<file path="config.mk">
export PLATFORM = sky130hd
export DESIGN_NAME = stream_collector_flat
export DESIGN_NICKNAME = d
export VERILOG_FILES = /design/src/rtl/stream_collector_pkg.sv /design/src/rtl/stream_collector_if.sv /design/src/rtl/stream_collector_rr_arb.sv /design/src/rtl/stream_collector.sv /design/src/flat_wrapper.sv
export SDC_FILE = /design/constraint.sdc
export NUM_CORES = 1
export LEC_CHECK = 0
export BUFFER_PORTS_ARGS = -buffer_cell sky130_fd_sc_hd__buf_2
export CAP_MARGIN = 20
export CORE_MARGIN = 4
export CORE_UTILIZATION = 46
export CTS_CLUSTER_SIZE = 25
export DETAILED_ROUTE_END_ITERATION = 12
export PLACE_DENSITY = 0.84
export SYNTH_ARGS = -nofsm -noshare
export SYNTH_HDL_FRONTEND = slang
export SYNTH_SLANG_ARGS = --single-unit
</file>
<file path="constraint.sdc">
create_clock -name clk -period 3.2 [get_ports clk]
set_clock_uncertainty 0.2 [all_clocks]
set_input_delay 0.48 -clock clk [delete_from_list [all_inputs] [get_ports clk]]
set_output_delay 0.48 -clock clk [all_outputs]
set_load 0.05 [all_outputs]
</file>
<file path="src/rtl/stream_collector_pkg.sv">
// Shared types and helpers for the stream collector: FSM state encoding and id-width helper.
package stream_collector_pkg;

  typedef enum logic {
    IDLE = 1'b0,
    LOCK = 1'b1
  } state_e;

  function automatic int sid_width(input int ns);
    return (ns > 1) ? $clog2(ns) : 1;
  endfunction

endpackage

</file>
<file path="src/rtl/stream_collector_if.sv">
// NS-to-1 stream bus: per-source valid/ready/last/data in, one registered beat out with its source id.
interface stream_collector_if
  import stream_collector_pkg::*;
#(
  parameter int NS = 2,
  parameter int DW = 32
);
  localparam int SW = sid_width(NS);

  logic [NS-1:0]    in_vld;
  logic [NS-1:0]    in_rdy;
  logic [NS-1:0]    in_lst;
  logic [NS*DW-1:0] in_dat;
  logic             out_vld;
  logic             out_rdy;
  logic             out_lst;
  logic [SW-1:0]    out_sid;
  logic [DW-1:0]    out_dat;

  modport slave (
    input  in_vld, in_lst, in_dat, out_rdy,
    output in_rdy, out_vld, out_lst, out_sid, out_dat
  );

  modport master (
    output in_vld, in_lst, in_dat, out_rdy,
    input  in_rdy, out_vld, out_lst, out_sid, out_dat
  );
endinterface

</file>
<file path="src/rtl/stream_collector_rr_arb.sv">
// Rotating-priority one-hot arbiter: the first request found scanning ptr+1, ptr+2, ... (mod NS) wins.
module stream_rr_arb #(
  parameter int NS = 2,
  parameter int SW = 1
) (
  input  logic [NS-1:0] req,
  input  logic [SW-1:0] ptr,
  output logic [NS-1:0] gnt
);

  logic [SW-1:0] idx;
  logic          found;

  always_comb begin
    gnt   = '0;
    found = 1'b0;
    idx   = '0;
    for (int k = 1; k <= NS; k++) begin
      idx = SW'((int'(ptr) + k) % NS);
      if (!found && req[idx]) begin
        gnt[idx] = 1'b1;
        found    = 1'b1;
      end
    end
  end

endmodule

</file>
<file path="src/rtl/stream_collector.sv">
// Packet-aware round-robin merge of NS streams into one registered output stream tagged with source id.
module stream_collector
  import stream_collector_pkg::*;
#(
  parameter int NS = 2,
  parameter int DW = 32
) (
  input logic            clk,
  input logic            clk_en,
  input logic            rst,
  stream_collector_if.slave bus
);
  localparam int SW = sid_width(NS);

  state_e        state_q, state_d;
  logic [SW-1:0] ptr_q, ptr_d;
  logic [SW-1:0] lock_q, lock_d;
  logic          out_vld_q, out_vld_d;
  logic          out_lst_q, out_lst_d;
  logic [SW-1:0] out_sid_q, out_sid_d;
  logic [DW-1:0] out_dat_q, out_dat_d;

  logic [NS-1:0] arb_gnt, gnt, rdy;
  logic          ld, acc, win_lst;
  logic [SW-1:0] win_sid;
  logic [DW-1:0] win_dat;

  stream_rr_arb #(.NS(NS), .SW(SW)) u_arb (
    .req(bus.in_vld),
    .ptr(ptr_q),
    .gnt(arb_gnt)
  );

  // While locked only the owning source can be granted, valid or not.
  assign gnt = (state_q == LOCK) ? ({{(NS-1){1'b0}}, 1'b1} << lock_q) : arb_gnt;
  assign ld  = clk_en & rst & (~out_vld_q | bus.out_rdy);
  assign rdy = ld ? gnt : '0;
  assign acc = |(bus.in_vld & rdy);

  always_comb begin
    win_sid = '0;
    win_dat = '0;
    win_lst = 1'b0;
    for (int s = 0; s < NS; s++) begin
      if (gnt[s]) begin
        win_sid = SW'(s);
        win_dat = bus.in_dat[s*DW +: DW];
        win_lst = bus.in_lst[s];
      end
    end
  end

  always_comb begin
    state_d   = state_q;
    ptr_d     = ptr_q;
    lock_d    = lock_q;
    out_vld_d = out_vld_q;
    out_lst_d = out_lst_q;
    out_sid_d = out_sid_q;
    out_dat_d = out_dat_q;
    if (ld) begin
      out_vld_d = acc;
    end
    if (acc) begin
      out_lst_d = win_lst;
      out_sid_d = win_sid;
      out_dat_d = win_dat;
      case (state_q)
        IDLE: begin
          ptr_d = win_sid;
          if (!win_lst) begin
            state_d = LOCK;
            lock_d  = win_sid;
          end
        end
        LOCK: begin
          if (win_lst) state_d = IDLE;
        end
        default: state_d = IDLE;
      endcase
    end
  end

  always_ff @(posedge clk) begin
    if (!rst) begin
      state_q   <= IDLE;
      ptr_q     <= SW'(NS - 1);
      lock_q    <= '0;
      out_vld_q <= 1'b0;
      out_lst_q <= 1'b0;
      out_sid_q <= '0;
      out_dat_q <= '0;
    end else begin
      state_q   <= state_d;
      ptr_q     <= ptr_d;
      lock_q    <= lock_d;
      out_vld_q <= out_vld_d;
      out_lst_q <= out_lst_d;
      out_sid_q <= out_sid_d;
      out_dat_q <= out_dat_d;
    end
  end

  assign bus.in_rdy  = rdy;
  assign bus.out_vld = out_vld_q;
  assign bus.out_lst = out_lst_q;
  assign bus.out_sid = out_sid_q;
  assign bus.out_dat = out_dat_q;

endmodule

</file>
<file path="src/flat_wrapper.sv">
// flat-port wrapper written by rule: the top's interface ports become plain ports
module stream_collector_flat import stream_collector_pkg::*;
#(
  parameter int NS = 2,
  parameter int DW = 32
)
  (clk, clk_en, rst, bus_in_vld, bus_in_lst, bus_in_dat, bus_out_rdy, bus_in_rdy, bus_out_vld, bus_out_lst, bus_out_sid, bus_out_dat);
  stream_collector_if #(.NS(NS), .DW(DW)) bus_i ();
  input logic clk;
  input logic clk_en;
  input logic rst;
  input wire logic [$bits(bus_i.in_vld)-1:0] bus_in_vld;
  input wire logic [$bits(bus_i.in_lst)-1:0] bus_in_lst;
  input wire logic [$bits(bus_i.in_dat)-1:0] bus_in_dat;
  input wire logic [$bits(bus_i.out_rdy)-1:0] bus_out_rdy;
  output wire logic [$bits(bus_i.in_rdy)-1:0] bus_in_rdy;
  output wire logic [$bits(bus_i.out_vld)-1:0] bus_out_vld;
  output wire logic [$bits(bus_i.out_lst)-1:0] bus_out_lst;
  output wire logic [$bits(bus_i.out_sid)-1:0] bus_out_sid;
  output wire logic [$bits(bus_i.out_dat)-1:0] bus_out_dat;
  assign bus_i.in_vld = bus_in_vld;
  assign bus_i.in_lst = bus_in_lst;
  assign bus_i.in_dat = bus_in_dat;
  assign bus_i.out_rdy = bus_out_rdy;
  assign bus_in_rdy = bus_i.in_rdy;
  assign bus_out_vld = bus_i.out_vld;
  assign bus_out_lst = bus_i.out_lst;
  assign bus_out_sid = bus_i.out_sid;
  assign bus_out_dat = bus_i.out_dat;
  stream_collector #(.NS(NS), .DW(DW)) u_core (.clk(clk), .clk_en(clk_en), .rst(rst), .bus(bus_i));
endmodule
</file>
**Word level (Yosys, flattened, before mapping)**

Index checks and enable logic that the tools add are counted.

- Flip-flop bits (word level): 38
- Bits of input ports: 72

- $lt $le $gt $ge: 4
- Shift-type cells: 1
- Reduce and logical (&&, ||, !) cells: 7
- $add $sub $neg: 2
- Bitwise gates (word level): 8
- Muxes and demuxes: 19

Operators with widths:

| operator | count |
|---|---|
| 2-to-1 mux 32 bit | 2 |
| 2-to-1 mux 1 bit | 11 |
| 2-to-1 mux 2 bit | 4 |
| less-than comparator 1 x 2 -> 1 bit (second input constant) | 2 |
| logical AND 1 bit | 3 |
| NOT 1 bit | 3 |
| AND reduction 3 bit | 1 |
| adder 1 bit (second input constant) | 2 |
| bitwise AND 1 bit | 2 |
| bitwise AND 2 bit | 1 |
| demux 1 bit (select 1 bit) | 2 |
| greater-or-equal comparator 1 bit (second input constant) | 2 |
| bitwise OR 2 bit | 1 |
| AND reduction 2 bit | 1 |
| OR reduction 2 bit | 1 |
| << shifter 1 x 1 -> 2 bit (first input constant) | 1 |
| zero test 1 bit | 1 |
| bitwise OR 1 bit | 1 |

**Longest topological paths before layout**

Gate-level depths: netlist of run 1.

- Depth after elaboration: 13
- Depth in mapped cells: 7
- Depth with buffers taken out: 4

**Modules after synthesis**

Synthesis of run 1 repeated with hierarchy kept, for this count alone.

- Cell total of the unflattened synthesis: 336
- Area, all modules: 2730.1 um^2

Modules (own cells, without submodules):

| module | seq. area each (um^2) | cells each | instances | area an instance (um^2) |
|---|---|---|---|---|
| stream_collector | 760.7 | 333 | 1 | 2711.4 |
| stream_rr_arb | 0.0 | 3 | 1 | 18.8 |

**Least setup slack after synthesis of run 1**

Ideal clock, no wire load.

- Path kind: flip-flop to output port
- Start point: register u_core.out_vld_q (netlist: u_core.bus.out_vld)
- End point: output port bus_in_rdy[0]
- Stages on the path, launching flop included: 5
- Arrival time: 1800 ps
- Buffers on the path: 1
- Setup slack: 720 ps
- Cell sequence: dfxtp_1 -> nor2b_1 -> nor2_1 -> clkbuf_1 -> and2_1

- Longest elaborated chain between the ends: 4

Ends and longest elaborated chain:

| what | line | source |
|---|---|---|
| start: declaration | stream_collector.sv:18 | `logic out_vld_q, out_vld_d;` |
| start signal: assignment | stream_collector.sv:97 | `out_vld_q <= out_vld_d;` |
| NOT 1 bit | stream_collector.sv:36 | `assign ld = clk_en & rst & (~out_vld_q \| bus.out_rdy);` |
| bitwise OR 1 bit | stream_collector.sv:36 |  |
| bitwise AND 1 bit | stream_collector.sv:36 |  |
| 2-to-1 mux 2 bit | stream_collector.sv:37 | `assign rdy = ld ? gnt : '0;` |
| end: declaration | flat_wrapper.sv:16 | `output wire logic [$bits(bus_i.in_rdy)-1:0] bus_in_rdy;` |

No other way between the ends.

**Worst setup path in the final report of run 1**

- Start point: register u_core.out_vld_q (netlist: u_core.bus.out_vld)
- End point: output port bus_in_rdy[1]

Same word-level chain as after synthesis.

==> flow_summary.ini, run 1 <==
[power_and_ir_drop]
cellLeakagePower_nw = 1.07
p_sw_share_pct = 28.1
seqPwrFrac_pct = 40.1
power_frac_comb_pct = 20.5
switching_power_mw = 0.354
clockPowerShare_pct = 39.3
p_int_mw = 0.907
ir_drop_mv = 0.300
powerDensity_nw_per_um2 = 506

[finish]
final_cell_mix = 108 x buf_2, 38 x dfxtp_1, 37 x nand2_1
nets = 396
drive_gt1_share_pct = 40.3
fillCellCount = 329
area_growth_pct = 37.0
n_antenna_cell = 0
final_common_cell = buf_2

[setup_path]
timing.critical_path.max_delay_family = simple AND/OR/NAND/NOR gates
crit_buf_inv = 2
slowest_delay_ns = 0.42
worst_ep_required_time_ns = 2.52
path_max_fanout = 19
crit_slowest_cell = nor2b_1
endpoint_kind = output port
crit_type = reg2out
cp-start-kind = register
critical_path_arrival_ns = 1.70
crit_chain = nor2b_1 > nor2_2 > buf_4 > and2_1 > buf_2

[logic_synthesis]
synth_mux_area_share_pct = 1.10
synth_xor_area_share_pct = 0
yosys.area_share.simple_pct = 31.4
synth-seq-cells = 38
netlist_area_sq_um = 1820
yosys.area_share.adder_pct = 0
yosys_warnings = 0
synth.distinct_cells = 26
ys_seq_area_share_pct = 41.8
synth_compound_area_share_pct = 17.5
syn-num-nets = 296
synth_top_family_by_area = simple AND/OR/NAND/NOR gates
avgSynthCellArea_sq_um = 8.12
netlist_instances = 224

[floorplanning]
die_area_sq_um = 5020
die_h_um = 70.9
io_pins = 109
core_sq_um = 3740
die_w_um = 70.9
start_util_pct = 48.6
rows = 22

[clock_network]
max-clock-path-buffers = 2
cts_tree = done
htreeDepth = 2
cts.clk_slew.worst_paths_ns = 0.08
cts.sinks = 38
root_buffer = clkbuf_8
clock_latency_ns = 0.28
ctsHoldBuffers = 0
cts-resized-gates = 0
cts-buffers-inserted = 5
post-cts-setup-buffers = 0

[drt]
drt-wirelength-per-cell_um = 15.2
dr.pass1.iters = 4
routed_wl_mm = 5.66
drc_errors = 0
drt_iter0_markers = 114
num_vias = 2133
ant_nets = 0
vias_per_cell = 5.72

[timing]
max_freq_mhz = 420
tightestPinTransition_ns = 1.02
fin_setup_tns_ns = 0
fin_crit_sh_pct = 74.4
setup_violations = 0
max-slew-margin-rel_pct = 32.2
slew_viol_final = 0
layout_min_cycle_time_ns = 2.38
hold_violations = 0
rsz0062_at_grt = false
whs_ns = 0.246

[global_route]
grt_pass1_wl_mm = 8.94
antenna_found_initial = 0
first_global_vias = 1946
track_usage_pct = 21.6
grt_overflow = 0
grt_max_degree = 36

[placed_design]
place_congestion = 0.778
port_buffers = 108
dpl.hpwl_mm = 4.00

[job]
drv_cap = 0

[min_path]
hp-class = in2reg

[outcome]
status = completed
per-stage QoR:
| stage | setup slack (ns) | instance area (sq um) | util [%] | std cells | power [mW] |
|---|---|---|---|---|---|
| after floorplan | 0.720 | 1820 | - | 224 | 0.691 |
| after global placement | 0.613 | 2350 | 62.7 | 365 | 0.772 |
| after detailed placement | 0.582 | 2350 | 62.7 | 365 | 0.774 |
| after CTS | 0.824 | 2490 | 66.5 | 373 | 1.27 |
| after global routing | 0.659 | 2490 | 66.5 | 373 | 1.31 |
| final | 0.820 | 2490 | 66.5 | 373 | 1.26 |
layer usage:
metal	routed length [um]	part of all wire, %	up-vias	global-route usage (%)
li1	-	-	1039	-
met1	2350	41	988	26.7
met2	2760	49	102	37.1
met3	494	8.7	4	5.68
met4	55	0.97	0	6.05
met5	0	0	-	0
synth_stat cells:
master | number | area [sq um]
a221oi_1 | 1 | 8.76
o21a_1 | 1 | 7.51
buf_2 | 4 | 20.0
buf_6 | 6 | 67.6
mux2i_1 | 2 | 20.0
a221oi_2 | 1 | 15.0
nand3_1 | 34 | 170
clkbuf_1 | 14 | 52.6
a31oi_1 | 32 | 200
nand2_1 | 37 | 139
nand2b_1 | 1 | 6.26
a2111oi_4 | 1 | 27.5
inv_1 | 2 | 7.51
and2_1 | 2 | 12.5
and2_2 | 1 | 7.51
nor2b_1 | 2 | 12.5
o21ai_0 | 2 | 10.0
nor2_1 | 4 | 15.0
a2111o_1 | 1 | 11.3
a21oi_1 | 2 | 10.0
o211ai_1 | 1 | 7.51
a31o_2 | 1 | 8.76
or4_1 | 1 | 7.51
nand4_1 | 32 | 200
dfxtp_1 | 38 | 761
o22ai_2 | 1 | 12.5
final cells by class:
type	instances	area [sq um]	share of cell area [%]
inverter	2	7.51	0.301
tap	48	60.1	2.41
clock buffer	6	82.6	3.31
timing repair buffer	117	608	24.4
sequential	38	761	30.5
multi-input combinational	160	912	36.6
clock inverter	2	60.1	2.41
power groups by stage:
stage          registers [mW]  clock network [mW]  logic, mW
2_1_floorplan           0.580                   0      0.111
5_1_grt                 0.508               0.521      0.279
4_1_cts                 0.506               0.500      0.259
3_3_place_gp            0.516                   0      0.256
6_report                0.506               0.496      0.259
3_5_place_dp            0.516                   0      0.258
worst reg2reg max path: cells and delay by family, from the launching register on:
| kind | cells | cell delay (ns) |
|---|---|---|
| DFF | 1 | 0.42 |
| muxes | 1 | 0.37 |
| buffers and inverters | 1 | 0.32 |
| and+or+nand+nor | 1 | 0.08 |
| AOI/OAI and AO/OA | 2 | 0.88 |
cells by family (layout without fill, tap and decap cells):
family,Yosys count,after routing
compound gates,44,44
buf+inv,26,127
flops,38,38
mux,2,2
simple gates,114,114
sequential cells by signal (all words and copies together) (netlist names):
| signal | flops |
|---|---|
| u_core.bus.out_vld | 1 |
| u_core.bus.out_lst | 1 |
| u_core.bus.out_dat | 32 |
| u_core.lock_q | 1 |
| u_core.ptr_q | 1 |
| u_core.state_q | 1 |
| u_core.bus.out_sid | 1 |
worst paths after layout:
kind	start	to	slack, ns	cells after the start
worst min register to register	u_core.bus.out_dat[15]	u_core.bus.out_dat[15]	0.27	2
worst min-delay path	rst	u_core.ptr_q	0.25	2
worst max-delay path	u_core.bus.out_vld	bus_in_rdy[1]	0.82	5
worst max register to register	u_core.lock_q	u_core.bus.out_dat[9]	0.85	5
Note: power is estimated with default switching activity, not from simulation.
==> inputs of run 2 (changes only) <==
- ABC_AREA: default -> 1
- CORE_UTILIZATION: 46 -> 44
- PLACE_DENSITY: 0.84 -> 0.8
- clock period: 3.2 -> 2.5 ns (I/O delays scaled with it)
==> run 2 against run 1 <==
Cell area up 4.8%; count of clock-buffer cells in the layout is 2 higher; register-to-register slack got worse by 0.33 ns; flip-flop and latch count did not move; power grew 17%; non-clock buffer count decreased by 2; critical path depth increased by 1; die area up 10%; utilization shrank 3.5 points.
==> flow_summary.ini, run 2 <==
[placed_design]
dpl.hpwl_mm = 4.05
dp_slack_ns = 0.365
port_buffers = 108
place_congestion = 0.823

[drt]
vias_per_cell = 4.98
drc_errors = 0
drt-wirelength-per-cell_um = 12.3
dr.pass1.iters = 4
num_vias = 2242
routed_wl_mm = 5.54
drt_iter0_markers = 213
ant_nets = 0

[setup_path]
crit_chain = inv_1 > nand3_1 > nand2_2 > inv_1 > nor2_1 > buf_2
crit_type = reg2out
slowest_delay_ns = 0.33
cp-start-kind = register
worst_ep_required_time_ns = 1.92
endpoint_kind = output port
critical_path_arrival_ns = 1.62
crit_slowest_cell = dfxtp_1
cpMostUsedCell = inv_1
path_max_fanout = 16

[logic_synthesis]
synth_ff_type = dfxtp_1
synth_xor_area_share_pct = 0
synth_enable_flop_cells = 0
synth.top_cell.area_share_pct = 39.2
yosys_warnings = 0
synth-seq-cells = 38
ys_seq_area_share_pct = 39.2
netlist_instances = 299
yosys.area_share.adder_pct = 0
ys_async_sr_fraction_pct = 0
synth_common_cells = 102 x nand2_1, 69 x nand3_1, 38 x dfxtp_1, 35 x a21oi_1, 16 x clkbuf_1
netlist_area_sq_um = 1940
synth_compound_area_share_pct = 10.6
synth.distinct_cells = 16
synth_area_leader_cell = dfxtp_1
avgSynthCellArea_sq_um = 6.49
synth.most_common_cell = nand2_1
synth_mux_area_share_pct = 0
syn-num-nets = 371
synth_top_family_by_area = simple AND/OR/NAND/NOR gates
yosys.area_share.simple_pct = 42.1
ys_top_cells_by_area = dfxtp_1 39%, nand2_1 20%, nand3_1 18%

[power_and_ir_drop]
cellLeakagePower_nw = 1.37
powerDensity_nw_per_um2 = 563
power_mw = 1.47
ir_drop_mv = 0.339

[global_route]
grt_overflow = 0
grt_pass1_wl_mm = 8.70
first_global_vias = 1968
grt_max_degree = 35
track_usage_pct = 20.0
antenna_found_initial = 0

[floorplanning]
die_area_sq_um = 5530
die_h_um = 74.4
rows = 23
die_w_um = 74.4
start_util_pct = 46.8
io_pins = 109
core_sq_um = 4140

[outcome]
status = completed

[timing]
max-slew-margin-rel_pct = 41.3
fin_setup_tns_ns = 0
tightestPinTransition_ns = 0.875
max_freq_mhz = 456
setup_slack_ns = 0.307
slew_viol_final = 0
hold_violations = 0
rsz0062_at_grt = false
fin_crit_sh_pct = 87.7
setup_violations = 0
layout_min_cycle_time_ns = 2.19

[finish]
fillCellCount = 412
nets = 471
drive_gt1_share_pct = 32.0
final_common_cell = buf_2
n_antenna_cell = 0
area_growth_pct = 34.6
final_cell_mix = 108 x buf_2, 102 x nand2_1, 69 x nand3_1
largest_reg_flops = 32

[clock_network]
ctsHoldBuffers = 0
cts-resized-gates = 0
post-cts-setup-buffers = 0
root_buffer = clkbuf_8
cts.sinks = 38
cts-buffers-inserted = 5
max-clock-path-buffers = 2
clock_latency_ns = 0.29
htreeDepth = 2
cts_tree = done
cts.clk_slew.worst_paths_ns = 0.07

[job]
drv_cap = 0

[min_path]
hp-class = in2reg
[run 2: cell types whose count changed after synthesis, sizes merged, moves of 10 or more]
cell / change
nand2: +67
nand3: +36
a21oi: +34
a31oi: -32
nand4: -31
inv: +10
[run 2: cell families after synthesis]
family,count (synthesis)
DFF,38
AOI/OAI and AO/OA,39
buffers and inverters,35
and+or+nand+nor,187
[run 2: through the flow]
stage	hold WS, ns	util (%)	std cells	cell area [sq um]
after floorplan	0.228	-	299	1940
after global placement	0.252	60.4	442	2500
after detailed placement	0.253	60.4	442	2500
after CTS	0.126	63.0	450	2610
after global routing	0.138	63.0	450	2610
final	0.133	63.0	450	2610
[run 2: cell type report]
cell class,instances,area [sq um],area share [%]
Clock buffer,8,110,4.22
Sequential cell,38,761,29.1
Inverter,13,48.8,1.87
Timing Repair Buffer,115,606,23.2
Multi-Input combinational cell,226,1020,39.2
Tap cell,50,62.6,2.40
[run 2: worst paths after layout]
kind                  startpoint                     end  slack [ns]  cells past startpoint
setup / recovery  u_core.state_q           bus_in_rdy[1]        0.31                      6
hold / removal               rst            u_core.ptr_q        0.13                      2
setup reg to reg  u_core.state_q  u_core.bus.out_dat[23]        0.52                      8
hold reg to reg     u_core.ptr_q            u_core.ptr_q        0.28                      2
[run 2: layer usage]
metal | vias up | track usage (%) | routed length [um]
met1 | 960 | 25.4 | 2280
met3 | 6 | 5.54 | 634
met2 | 99 | 33.7 | 2580
met4 | 0 | 4.74 | 46
met5 | - | 0 | 0
li1 | 1177 | - | -
[run 2: worst max-delay path: cells and delay by family (launching register included)]
family / cells / cell delay, ns
flip-flops: 1 / 0.33
AND/OR/NAND/NOR: 3 / 0.46
buffers and inverters: 3 / 0.53
[run 2: where the power goes]
| part | internal [mW] | switching [mW] |
|---|---|---|
| clock network | 0.278 | 0.208 |
| registers | 0.630 | 0.0138 |
| logic | 0.116 | 0.224 |
